--- src/rtl/ras_predecode.sv ---
// ras_predecode: fetch-stage predecoder that drives RAS push/pop and registers the predicted next PC.
// Optional macro BTFN_EN predicts backward conditional branches as taken.
module ras_predecode #(
  parameter int unsigned XLEN   = 64,
  parameter int unsigned LINK_A = 1,
  parameter int unsigned LINK_B = 5
) (
  input  logic            clk,
  input  logic            rst,
  input  logic            flush,
  input  logic            if_valid,
  output logic            if_ready,
  input  logic [XLEN-1:0] if_pc,
  input  logic [31:0]     if_instr,
  output logic            pd_valid,
  input  logic            pd_ready,
  output logic [XLEN-1:0] pd_pc,
  output logic [31:0]     pd_instr,
  output logic [XLEN-1:0] pd_npc,
  output logic            pd_taken,
  output logic [1:0]      pd_kind,
  output logic            ras_push,
  output logic            ras_pop,
  output logic [XLEN-1:0] ras_wdata,
  input  logic [XLEN-1:0] ras_rdata,
  input  logic            ras_rvalid
);

  localparam logic [6:0] OP_JAL    = 7'b1101111;
  localparam logic [6:0] OP_JALR   = 7'b1100111;
  localparam logic [6:0] OP_BRANCH = 7'b1100011;
  localparam logic [1:0] KIND_OTHER  = 2'b00;
  localparam logic [1:0] KIND_CALL   = 2'b01;
  localparam logic [1:0] KIND_RET    = 2'b10;
  localparam logic [1:0] KIND_COROUT = 2'b11;

  typedef enum logic {S_RUN, S_SWAP} state_t;

  state_t          state_q, state_d;
  logic [XLEN-1:0] swap_ra_q;

  logic [6:0]      opcode_c;
  logic [4:0]      rd_c, rs1_c;
  logic            link_rd_c, link_rs1_c;
  logic [XLEN-1:0] pc_plus4_c, imm_j_c;
  logic [1:0]      kind_c;
  logic            want_push_c, want_pop_c, want_swap_c;
  logic [XLEN-1:0] npc_c;
  logic            taken_c;
  logic            acc_c;

  assign opcode_c   = if_instr[6:0];
  assign rd_c       = if_instr[11:7];
  assign rs1_c      = if_instr[19:15];
  assign link_rd_c  = (rd_c == 5'(LINK_A)) || (rd_c == 5'(LINK_B));
  assign link_rs1_c = (rs1_c == 5'(LINK_A)) || (rs1_c == 5'(LINK_B));
  assign pc_plus4_c = if_pc + XLEN'(4);
  assign imm_j_c    = {{(XLEN-21){if_instr[31]}}, if_instr[31], if_instr[19:12],
                       if_instr[20], if_instr[30:21], 1'b0};

`ifdef BTFN_EN
  logic [XLEN-1:0] imm_b_c;
  assign imm_b_c = {{(XLEN-13){if_instr[31]}}, if_instr[31], if_instr[7],
                    if_instr[30:25], if_instr[11:8], 1'b0};
`endif

  // Classify the fetched word and form its prediction
  always_comb begin
    kind_c      = KIND_OTHER;
    want_push_c = 1'b0;
    want_pop_c  = 1'b0;
    want_swap_c = 1'b0;
    npc_c       = pc_plus4_c;
    taken_c     = 1'b0;
    if (opcode_c == OP_JAL) begin
      npc_c   = if_pc + imm_j_c;
      taken_c = 1'b1;
      if (link_rd_c) begin
        kind_c      = KIND_CALL;
        want_push_c = 1'b1;
      end
    end else if (opcode_c == OP_JALR) begin
      if (link_rd_c && link_rs1_c && (rd_c != rs1_c)) begin
        kind_c      = KIND_COROUT;
        want_pop_c  = 1'b1;
        want_swap_c = 1'b1;
      end else if (link_rd_c) begin
        kind_c      = KIND_CALL;
        want_push_c = 1'b1;
      end else if (link_rs1_c) begin
        kind_c     = KIND_RET;
        want_pop_c = 1'b1;
      end
      // Target of a pop comes from the stack only when the stack had an entry
      if (want_pop_c && ras_rvalid) begin
        npc_c   = ras_rdata;
        taken_c = 1'b1;
      end
    end else if (opcode_c == OP_BRANCH) begin
`ifdef BTFN_EN
      if (if_instr[31]) begin
        npc_c   = if_pc + imm_b_c;
        taken_c = 1'b1;
      end
`endif
    end
  end

  // Handshake, RAS requests and next state
  always_comb begin
    state_d   = state_q;
    if_ready  = 1'b0;
    acc_c     = 1'b0;
    ras_push  = 1'b0;
    ras_pop   = 1'b0;
    ras_wdata = pc_plus4_c;
    unique case (state_q)
      S_RUN: begin
        if_ready = !rst && (!pd_valid || pd_ready) && !flush;
        acc_c    = if_valid && !rst && (!pd_valid || pd_ready) && !flush;
        ras_push = acc_c && want_push_c;
        ras_pop  = acc_c && want_pop_c;
        if (acc_c && want_swap_c) state_d = S_SWAP;
      end
      S_SWAP: begin
        ras_push  = !flush && !rst;
        ras_wdata = swap_ra_q;
        state_d   = S_RUN;
      end
      default: state_d = S_RUN;
    endcase
    if (flush) state_d = S_RUN;
  end

  // State and output-stage registers
  always_ff @(posedge clk) begin
    if (rst) begin
      state_q   <= S_RUN;
      swap_ra_q <= '0;
      pd_valid  <= 1'b0;
      pd_pc     <= '0;
      pd_instr  <= '0;
      pd_npc    <= '0;
      pd_taken  <= 1'b0;
      pd_kind   <= KIND_OTHER;
    end else begin
      state_q <= state_d;
      if (flush)         pd_valid <= 1'b0;
      else if (acc_c)    pd_valid <= 1'b1;
      else if (pd_ready) pd_valid <= 1'b0;
      if (acc_c) begin
        pd_pc    <= if_pc;
        pd_instr <= if_instr;
        pd_npc   <= npc_c;
        pd_taken <= taken_c;
        pd_kind  <= kind_c;
      end
      if (acc_c && want_swap_c) swap_ra_q <= pc_plus4_c;
    end
  end

endmodule

--- config.mk ---
export PLATFORM = sky130hd
export DESIGN_NAME = ras_predecode
export DESIGN_NICKNAME = d
export VERILOG_FILES = /design/src/rtl/ras_predecode.sv
export SDC_FILE = /design/constraint.sdc
export NUM_CORES = 1
export LEC_CHECK = 0
export CAP_MARGIN = 25
export CORE_UTILIZATION = 50
export CTS_CLUSTER_SIZE = 20
export DETAILED_ROUTE_END_ITERATION = 10
export PLACE_DENSITY = 0.87
export SETUP_SLACK_MARGIN = 0.02
export SLEW_MARGIN = 0
export SYNTH_ARGS = -nofsm -noshare
export SYNTH_HDL_FRONTEND = slang
export SYNTH_SLANG_ARGS = --single-unit
export TNS_END_PERCENT = 10
--- constraint.sdc ---
create_clock -name clk -period 4.3 [get_ports clk]
set_clock_uncertainty 0.2 [all_clocks]
set_input_delay 0.86 -clock clk [delete_from_list [all_inputs] [get_ports clk]]
set_output_delay 0.86 -clock clk [all_outputs]
set_load 0.01 [all_outputs]
==> flow_summary.ini, run 1 <==
[worst_setup_path]
required_ns = 3.24
max_stage_delay_ns = 0.50
r2r_end = swap_ra_q[21]
cp_top_family = simple AND/OR/NAND/NOR gates
cp.depth = 11
crit_path_end_kind = primary output
path_cells = clkdlybuf4s50_1 -> nand3_2 -> nor3_4 -> buf_6 -> nand3_4 -> or2_4 -> nor3_4 -> nand3_1 -> xnor2_1 -> mux2_2 -> clkdlybuf4s15_2
reg2reg_slack_ns = 1.05
arrival_ns = 3.30
ff2ff_path_depth = 8
cp-endpoint = ras_wdata[42]
critPathLaunch = if_pc[19]
start_kind = input pin
critPathKind = input pin to primary output
cpMostUsedCell = nor3_4
worst_path_max_delay_cell = clkdlybuf4s50_1
rr_startpoint = state_q
path_max_fanout = 3
critPathBufInv = 3

[sta]
setup_viol = 4
worst_pin_slew_ns = 0.997
setup_slack_ns = -0.0560
rsz0062_at_grt = yes
finalHoldViolCount = 0
fmax_mhz = 230
maxSlewViolCount = 0
relSlewSlack = 0.335
period_needed_ns = 4.36
final.period_utilization = 1.01

[synthesis]
yosysWarnings = 0
syn_avg_cell_area_sq_um = 7.57
ys.flop_type = dfxtp_1
syn-num-nets = 2163
yosys_register_bits = 229
synth_area_sq_mm = 0.0146
yosysSeqAreaShare = 0.313
yosysUniqueCellTypes = 81
async_reset_ff_frac = 0
syn-instance-count = 1933
synth_edf_count = 0

[drt]
dr.pass1.iters = 7
ant_nets = 0
dr.first_iter.drc_count = 1817
viasPerCell = 6.09
drc = 0
vias = 17600
wl_per_cell_um = 20.7
wl_um = 59700

[clocking]
clk_latency_ns = 0.53
cts_max_level = 1
cts-root-buf = clkbuf_16
ctsHoldBuffers = 0
numCtsBuffers = 26
tritoncts = built
clk_pin_slew_ns = 0.05
clock_path_buffers = 3
clkSinkCount = 229

[job]
maxCapViolCount = 0

[power_and_ir_drop]
seqPwrFrac = 0.360
total_leakage_power_nw = 8.80
p_int_w = 0.00434
p_sw_w = 0.00183
combPwrFrac = 0.264
ir_drop_mv = 0.309
power_switching_share = 0.296
power_density_mw_per_mm2 = 282
finalPower_w = 0.00616
clock_power_share = 0.376

[die]
io_pins = 397
start_util = 0.509
chipWidth_um = 173
core_sq_mm = 0.0288
die-area_sq_mm = 0.0300
die_y_um = 173
num_rows = 62

[placed_design]
gp_congestion = 0.955
port_buffers = 396
dpl.hpwl_um = 42600
dpl_cell_area_sq_mm = 0.0205
place_ws_ns = -0.602

[final_layout]
area_delta_synth_final_pct = 49.2
nFillCells = 1957
fin_nets = 2712
drive_gt1_frac = 0.184
utilization = 0.759
post-route-cell-area_sq_mm = 0.0218

[run_status]
violations = negative setup slack
status = complete, but fails checks

[min_path]
hold_depth = 2
hold_path_class = flop to flop

[global_routing]
grt-ovfl-total = 0
grt_pass1_wl_um = 93100
track_usage = 0.383
grt_max_degree = 131
grt_pass1_vias = 17500
grt_antenna_before_repair = 2
-- power by group through the flow --
stage,Sequential (W),Clock [W],Combinational (W)
final,0.00222,0.00232,0.00163
after CTS,0.00222,0.00233,0.00159
after global placement,0.00226,0,0.00155
after detailed placement,0.00226,0,0.00157
after floorplan,0.00229,0,0.000743
after global routing,0.00222,0.00241,0.00173
-- routing by layer --
metal | up-vias | global-route usage | share of wire
li1 | 7954 | - | -
met1 | 8340 | 0.467 | 0.39
met2 | 1056 | 0.642 | 0.47
met3 | 227 | 0.0660 | 0.088
met4 | 0 | 0.206 | 0.054
met5 | - | 0 | 0
-- worst min-delay path by stage --
stage / startpoint / to / slack (ns)
finish: pd_pc[22] / pd_pc[22] / 0.25
global route: pd_pc[47] / pd_pc[47] / 0.28
CTS: pd_pc[22] / pd_pc[22] / 0.25
detailed placement: swap_ra_q[0] / swap_ra_q[0] / 0.25
global placement: swap_ra_q[3] / swap_ra_q[3] / 0.24
floorplan: swap_ra_q[0] / swap_ra_q[0] / 0.23
-- Yosys cell counts (3+ instances only) --
cell type,number,share of area
mux2i_1,14,0.0096
nor2b_1,5,0.0021
a21boi_0,5,0.0026
o21bai_1,13,0.0067
o21ai_0,54,0.018
a211oi_2,3,0.0026
a311oi_1,3,0.0018
a21oi_1,228,0.078
clkbuf_1,112,0.029
and3_1,18,0.0077
o21ai_1,7,0.0024
a221oi_1,18,0.011
nor4_1,3,0.0013
xnor2_1,65,0.039
or3_1,9,0.0038
nand2_1,284,0.073
xor2_1,53,0.032
a221o_1,43,0.029
o211ai_1,5,0.0026
nor3_1,116,0.040
mux2_2,56,0.043
o31ai_1,5,0.0026
nand2b_1,5,0.0021
a21o_1,38,0.019
ha_1,63,0.054
nand3_1,53,0.018
and2_1,11,0.0047
nor2_1,237,0.061
nand4_1,30,0.013
o21a_1,15,0.0077
and4_1,5,0.0030
nor4b_1,3,0.0018
inv_1,32,0.0082
nor3_2,6,0.0041
a31oi_1,6,0.0026
buf_2,14,0.0048
a211oi_1,13,0.0067
o41ai_2,3,0.0033
dfxtp_1,229,0.31
-- worst min-delay path, cell delays in order, from the launching register on --
cell and delay, ns:
dfxtp_1 0.30, nand2_1 0.05, a21oi_1 0.05
-- cells in the final DEF (no fill, tap or decap), drive strengths merged, types with 40 or more instances in the layout --
cell,count
a21oi,229
a221o,43
buf,263
clkbuf,40
clkdlybuf4s50,325
dfxtp,229
dlygate4sd2,43
ha,63
mux2,57
nand2,286
nand3,53
nor2,237
nor3,122
o21ai,62
xnor2,65
xor2,53
-- final cells by class --
| type | instances | area [sq um] | area share |
|---|---|---|---|
| Antenna cell | 2 | 5.00 | 0.000229 |
| Clock buffer | 38 | 787 | 0.0360 |
| Clock inverter | 8 | 93.8 | 0.00430 |
| Inverter | 33 | 124 | 0.00567 |
| Multi-Input combinational cell | 1542 | 9850 | 0.451 |
| Sequential cell | 229 | 4590 | 0.210 |
| Tap cell | 384 | 480 | 0.0220 |
| Timing Repair Buffer | 650 | 5910 | 0.271 |
-- flip-flops by register name, summed over array words and instances (netlist names) --
| name | cells |
|---|---|
| pd_instr | 32 |
| pd_kind | 2 |
| pd_npc | 64 |
| pd_pc | 64 |
| pd_taken | 1 |
| pd_valid | 1 |
| state_q | 1 |
| swap_ra_q | 64 |
-- repair_timing --
action                     CTS  global route
setup buffers               13             2
pin swaps                   30             9
gates resized for setup    154            26
setup endpoints to repair   51            36
-- logic make-up after synthesis --
| group | after synthesis | synth area share |
|---|---|---|
| adders and majority gates | 64 | 0.0552 |
| AOI/OAI and AO/OA | 491 | 0.222 |
| DFF | 229 | 0.313 |
| xor gates and xnor gates | 118 | 0.0706 |
| and+or+nand+nor | 798 | 0.242 |
| muxes | 71 | 0.0534 |
| buffers and inverters | 162 | 0.0433 |
-- metrics by stage --
step / cells / setup TNS, ns / hold slack, ns
after floorplan: 1933 / 0 / 0.233
after global placement: 2823 / -17.58 / 0.239
after detailed placement: 2823 / -19.76 / 0.247
after CTS: 2882 / -0.633 / 0.254
after global routing: 2886 / -0.634 / 0.277
final: 2886 / -0.119 / 0.252
Note: power is estimated with default switching activity, not from simulation.
==> run 2: changes to the inputs <==
--- a/config.mk
+++ b/config.mk
@@ -9,7 +9,8 @@
 export CORE_UTILIZATION = 50
 export CTS_CLUSTER_SIZE = 20
 export DETAILED_ROUTE_END_ITERATION = 10
-export PLACE_DENSITY = 0.87
+export GPL_ROUTABILITY_DRIVEN = 0
+export PLACE_DENSITY_LB_ADDON = 0.15
 export SETUP_SLACK_MARGIN = 0.02
 export SLEW_MARGIN = 0
 export SYNTH_ARGS = -nofsm -noshare
==> run 2 against run 1 <==
  * Design area is 0.72% lower
  * The flow still finishes with violations (negative setup slack)
  * Total power is 3.7% lower
  * Die area stayed put
  * Clock power is 9.1% lower
  * Largest cell class unchanged
  * Utilization is 0.54 points lower
  * Register-to-register slack better by 0.32 ns
  * Combinational power hardly changed
  * Flip-flop and latch count stayed put
  * Critical endpoint is now ras_wdata[40]
  * Global-route usage is 1.8 points lower
==> flow_summary.ini, run 2 (synthesized netlist as in run 1, its figures left out) <==
[run_status]
status = complete, but fails checks
violations = negative setup slack

[clocking]
clkSinkCount = 229
tritoncts = built
ctsHoldBuffers = 0
clk_pin_slew_ns = 0.06
clk_latency_ns = 0.54
cts-root-buf = clkbuf_16
clock_path_buffers = 3
numCtsBuffers = 25
cts_max_level = 1

[worst_setup_path]
ff2ff_path_depth = 7
crit_path_end_kind = primary output
arrival_ns = 3.35
path_max_fanout = 3
cp.depth = 11
start_kind = input pin
path_cells = clkdlybuf4s50_1 -> nand3_2 -> nor3_4 -> buf_4 -> nand3_4 -> or2_4 -> nor3_4 -> nand3_2 -> xnor2_2 -> mux2_2 -> dlygate4sd2_1
critPathBufInv = 3
required_ns = 3.24
worst_path_max_delay_cell = clkdlybuf4s50_1
max_stage_delay_ns = 0.51
critPathKind = input pin to primary output
cp_top_family = simple AND/OR/NAND/NOR gates

[die]
num_rows = 62
start_util = 0.509
die_y_um = 173
core_sq_mm = 0.0288
die-area_sq_mm = 0.0300
chipWidth_um = 173
io_pins = 397

[power_and_ir_drop]
ir_drop_mv = 0.281
power_density_mw_per_mm2 = 274
total_leakage_power_nw = 8.73

[job]
maxCapViolCount = 0

[sta]
fmax_mhz = 227
maxSlewViolCount = 0
finalHoldViolCount = 0
relSlewSlack = 0.392
setup_slack_ns = -0.106
fin_tns_setup_ns = -0.319
final.period_utilization = 1.02
setup_viol = 7
worst_pin_slew_ns = 0.911
rsz0062_at_grt = yes
period_needed_ns = 4.41

[min_path]
hold_depth = 2
hold_path_class = flop to flop

[final_layout]
fin_nets = 2717
utilization = 0.753
multi_input_area_sq_mm = 0.00971
drive_gt1_frac = 0.175
area_delta_synth_final_pct = 48.1
top_regs = pd_npc (64), pd_pc (64), swap_ra_q (64)
nFillCells = 2143
final_common_cell = clkdlybuf4s50_1
final_cell_mix = clkdlybuf4s50_1 (329), nand2_1 (283), buf_4 (251)
seqCellArea_sq_mm = 0.00459

[placed_design]
dpl.hpwl_um = 40800
place_ws_ns = -0.588
port_buffers = 396

[drt]
dr.pass1.iters = 6
drc = 0
vias = 17100
viasPerCell = 5.92
wl_per_cell_um = 19.7
ant_nets = 0
wl_um = 56900
dr.first_iter.drc_count = 1528

[global_routing]
grt_pass1_vias = 16800
track_usage = 0.364
grt-ovfl-total = 0
grt_max_degree = 174
grt_antenna_before_repair = 6
grt_pass1_wl_um = 88600
## run 2: cell types whose count changed in the layout (fill, tap and decap cells not counted), sizes merged
cell,before,now
dlygate4sd2,43,32
clkdlybuf4s15,7,14
dlymetal6s2s,10,15
clkdlybuf4s50,325,329
clkinv,5,2
diode,2,5
bufinv,2,0
clkbuf,40,41
clkinvlp,0,1
## run 2: metal layers
metal,part of all wire,track usage
met3,0.090,0.0759
met5,0,0
met1,0.40,0.442
met4,0.044,0.167
met2,0.47,0.617
## run 2: report_power, final
part | internal (W) | switching (W) | leakage, nW
Combinational | 0.000768 | 0.000837 | 6.48
Sequential | 0.00218 | 0.0000324 | 1.86
Clock | 0.00120 | 0.000915 | 0.384
## run 2: cell type report
class / count / area share
Sequential cell: 229 / 0.212
Clock inverter: 4 / 0.00138
Multi-Input combinational cell: 1542 / 0.448
Inverter: 33 / 0.00571
Timing Repair Buffer: 656 / 0.276
Tap cell: 384 / 0.0222
Antenna cell: 5 / 0.000577
Clock buffer: 38 / 0.0348
## run 2: worst paths after layout
kind / from / to / slack [ns]
min reg2reg: pd_pc[7] / pd_pc[7] / 0.25
max reg2reg: state_q / pd_pc[35] / 1.37
max: if_pc[19] / ras_wdata[40] / -0.11
min: pd_pc[7] / pd_pc[7] / 0.25
## run 2: worst min-delay path, delay by kind of cell, from the launching register on
kind            cells  cell delay, ns
simple gates        1            0.05
flops               1            0.31
compound gates      1            0.05
## run 2: metrics by stage
stage / total power [W] / instance area (sq um) / hold slack, ns / instances
2_1_floorplan: 0.00303 / 14600 / 0.233 / 1933
3_5_place_dp: 0.00382 / 20500 / 0.247 / 2824
3_3_place_gp: 0.00379 / 20500 / 0.239 / 2824
6_report: 0.00593 / 21700 / 0.252 / 2891
4_1_cts: 0.00590 / 21500 / 0.255 / 2879
5_1_grt: 0.00615 / 21700 / 0.273 / 2891
## run 2: what timing repair did
action | 4_1_cts | 5_1_grt
buffers inserted | 13 | 7
endpoints found under the setup margin | 50 | 46
pin swaps | 26 | 9
resized for setup | 117 | 28
==> run 3: changes to the inputs <==
--- a/config.mk
+++ b/config.mk
@@ -10,7 +10,7 @@
 export CTS_CLUSTER_SIZE = 20
 export DETAILED_ROUTE_END_ITERATION = 10
 export GPL_ROUTABILITY_DRIVEN = 0
-export PLACE_DENSITY_LB_ADDON = 0.15
+export PLACE_DENSITY = 0.82
 export SETUP_SLACK_MARGIN = 0.02
 export SLEW_MARGIN = 0
 export SYNTH_ARGS = -nofsm -noshare
==> run 3 against run 2 <==
  * The run ends with max-slew violations, negative setup slack left
  * Non-clock buffer count down 19
  * Register-to-register slack got worse by 0.17 ns
  * First-iteration DRC count grew 12%
  * Via count is 2.2% higher
  * Die area unchanged
  * Total power rose by 0.18%
  * Largest cell class unchanged
==> flow_summary.ini, run 3 (synthesized netlist as in run 1, its figures left out) <==
[global_routing]
grt-ovfl-total = 0
grt_antenna_before_repair = 4
track_usage = 0.373
grt_pass1_wl_um = 91200
grt_max_degree = 234
grt_pass1_vias = 17300

[power_and_ir_drop]
clock_power_share = 0.357
ir_drop_mv = 0.346
p_sw_w = 0.00181
p_int_w = 0.00413
total_leakage_power_nw = 8.74
power_switching_share = 0.305
combPwrFrac = 0.270
power_density_mw_per_mm2 = 275
seqPwrFrac = 0.373

[die]
io_pins = 397
chipWidth_um = 173
die_y_um = 173
core_sq_mm = 0.0288
die-area_sq_mm = 0.0300
start_util = 0.509
num_rows = 62

[drt]
viasPerCell = 6.09
vias = 17500
wl_per_cell_um = 20.4
dr.pass1.iters = 8
ant_nets = 0
wl_um = 58600
drc = 0
dr.first_iter.drc_count = 1712

[final_layout]
layout.cells.non_filler = 2873
final_common_cell = clkdlybuf4s50_1
top_regs = pd_npc (64), pd_pc (64), swap_ra_q (64)
fin_nets = 2698
area_delta_synth_final_pct = 47.8
drive_gt1_frac = 0.171
final_cell_mix = clkdlybuf4s50_1 (328), nand2_1 (281), nor2_1 (233)

[sta]
fmax_mhz = 229
worst_pin_slew_ns = 1.56
rsz0062_at_grt = yes
fin_hold_ws_ns = 0.254
setup_viol = 5
final.period_utilization = 1.02
period_needed_ns = 4.37
finalHoldViolCount = 0
maxSlewViolCount = 78
relSlewSlack = -0.0429
setup_slack_ns = -0.0650

[clocking]
cts-root-buf = clkbuf_16
clkSinkCount = 229
clk_pin_slew_ns = 0.06
clock_path_buffers = 3
numCtsBuffers = 25
tritoncts = built
cts_max_level = 1
ctsHoldBuffers = 0
clk_latency_ns = 0.54

[min_path]
hold_depth = 2
holdPathEnd = pd_pc[29]
hold_path_class = flop to flop
worstHoldStart = pd_pc[29]

[placed_design]
placedCellCount = 2811
dpl.hpwl_um = 41400
port_buffers = 396

[worst_setup_path]
required_ns = 3.24
path_max_fanout = 8
rr_startpoint = state_q
start_kind = input pin
crit_path_end_kind = primary output
reg2reg_slack_ns = 1.20
critPathKind = input pin to primary output
arrival_ns = 3.31
ff2ff_path_depth = 8
r2r_end = swap_ra_q[63]

[job]
maxCapViolCount = 0

[run_status]
violations = max-slew violations, negative setup slack
status = complete, but fails checks
[run 3: changes by cell type in the layout (fill, tap and decap cells not counted), sizes merged]
| cell | delta |
|---|---|
| buf | -18 |
| clkdlybuf4s15 | -11 |
| dlymetal6s2s | +7 |
| dlygate4sd2 | +3 |
| clkinv | +2 |
| bufinv | +1 |
| clkbuf | +1 |
| clkdlybuf4s50 | -1 |
| clkinvlp | -1 |
| diode | -1 |
[run 3: worst max path at each step]
stage                     startpoint             to  slack [ns]  cells after the start
final                      if_pc[23]  ras_wdata[49]       -0.07                      9
after global routing       if_pc[26]  ras_wdata[52]       -0.14                     11
after CTS                  if_pc[35]  ras_wdata[43]       -0.18                     10
after detailed placement    if_pc[2]  ras_wdata[40]       -0.51                     12
after global placement      if_pc[2]  ras_wdata[42]       -0.47                     12
after floorplan                  rst       ras_push        0.34                      8
[run 3: timing repair]
action                     CTS  global route
buffers inserted             9             5
setup endpoints to repair   50            51
gates resized for setup     95            50
pin swaps                   19             9
[run 3: cell type report]
cell class | instances | area, sq um
Antenna cell | 4 | 10.0
Clock buffer | 38 | 704
Clock inverter | 6 | 70.1
Fill cell | 2017 | 7150
Inverter | 33 | 124
Multi-Input combinational cell | 1542 | 9760
Sequential cell | 229 | 4590
Tap cell | 384 | 480
Timing Repair Buffer | 637 | 5890
[run 3: power by group through the flow]
stage	logic [W]	clock network, W	registers [W]
after floorplan	0.000743	0	0.00229
after global placement	0.00152	0	0.00226
after detailed placement	0.00155	0	0.00226
after CTS	0.00156	0.00212	0.00222
after global routing	0.00171	0.00221	0.00222
final	0.00161	0.00212	0.00222
[run 3: metrics by stage]
| stage | instance area (sq um) | util | setup TNS [ns] | total power [W] | worst slack, ns |
|---|---|---|---|---|---|
| floorplan | 14600 | - | 0 | 0.00303 | 0.338 |
| global placement | 20400 | 0.710 | -13.40 | 0.00378 | -0.469 |
| detailed placement | 20400 | 0.710 | -15.11 | 0.00381 | -0.510 |
| CTS | 21400 | 0.745 | -1.09 | 0.00590 | -0.181 |
| global route | 21600 | 0.752 | -0.998 | 0.00615 | -0.145 |
| finish | 21600 | 0.752 | -0.258 | 0.00595 | -0.0650 |
[run 3: metal layers]
| metal | global-route usage | share of wire |
|---|---|---|
| met5 | 0 | 0 |
| met4 | 0.184 | 0.057 |
| met3 | 0.0772 | 0.095 |
| met2 | 0.632 | 0.47 |
| met1 | 0.448 | 0.38 |
[run 3: critical path, stage by stage]
cell and delay (ns):
clkdlybuf4s50_1 0.50, and4_4 0.24, nand3_4 0.12, nor4_4 0.34, and2_4 0.21, buf_12 0.13, xor2_1 0.19, mux2_2 0.18
clkdlybuf4s50_1 0.53
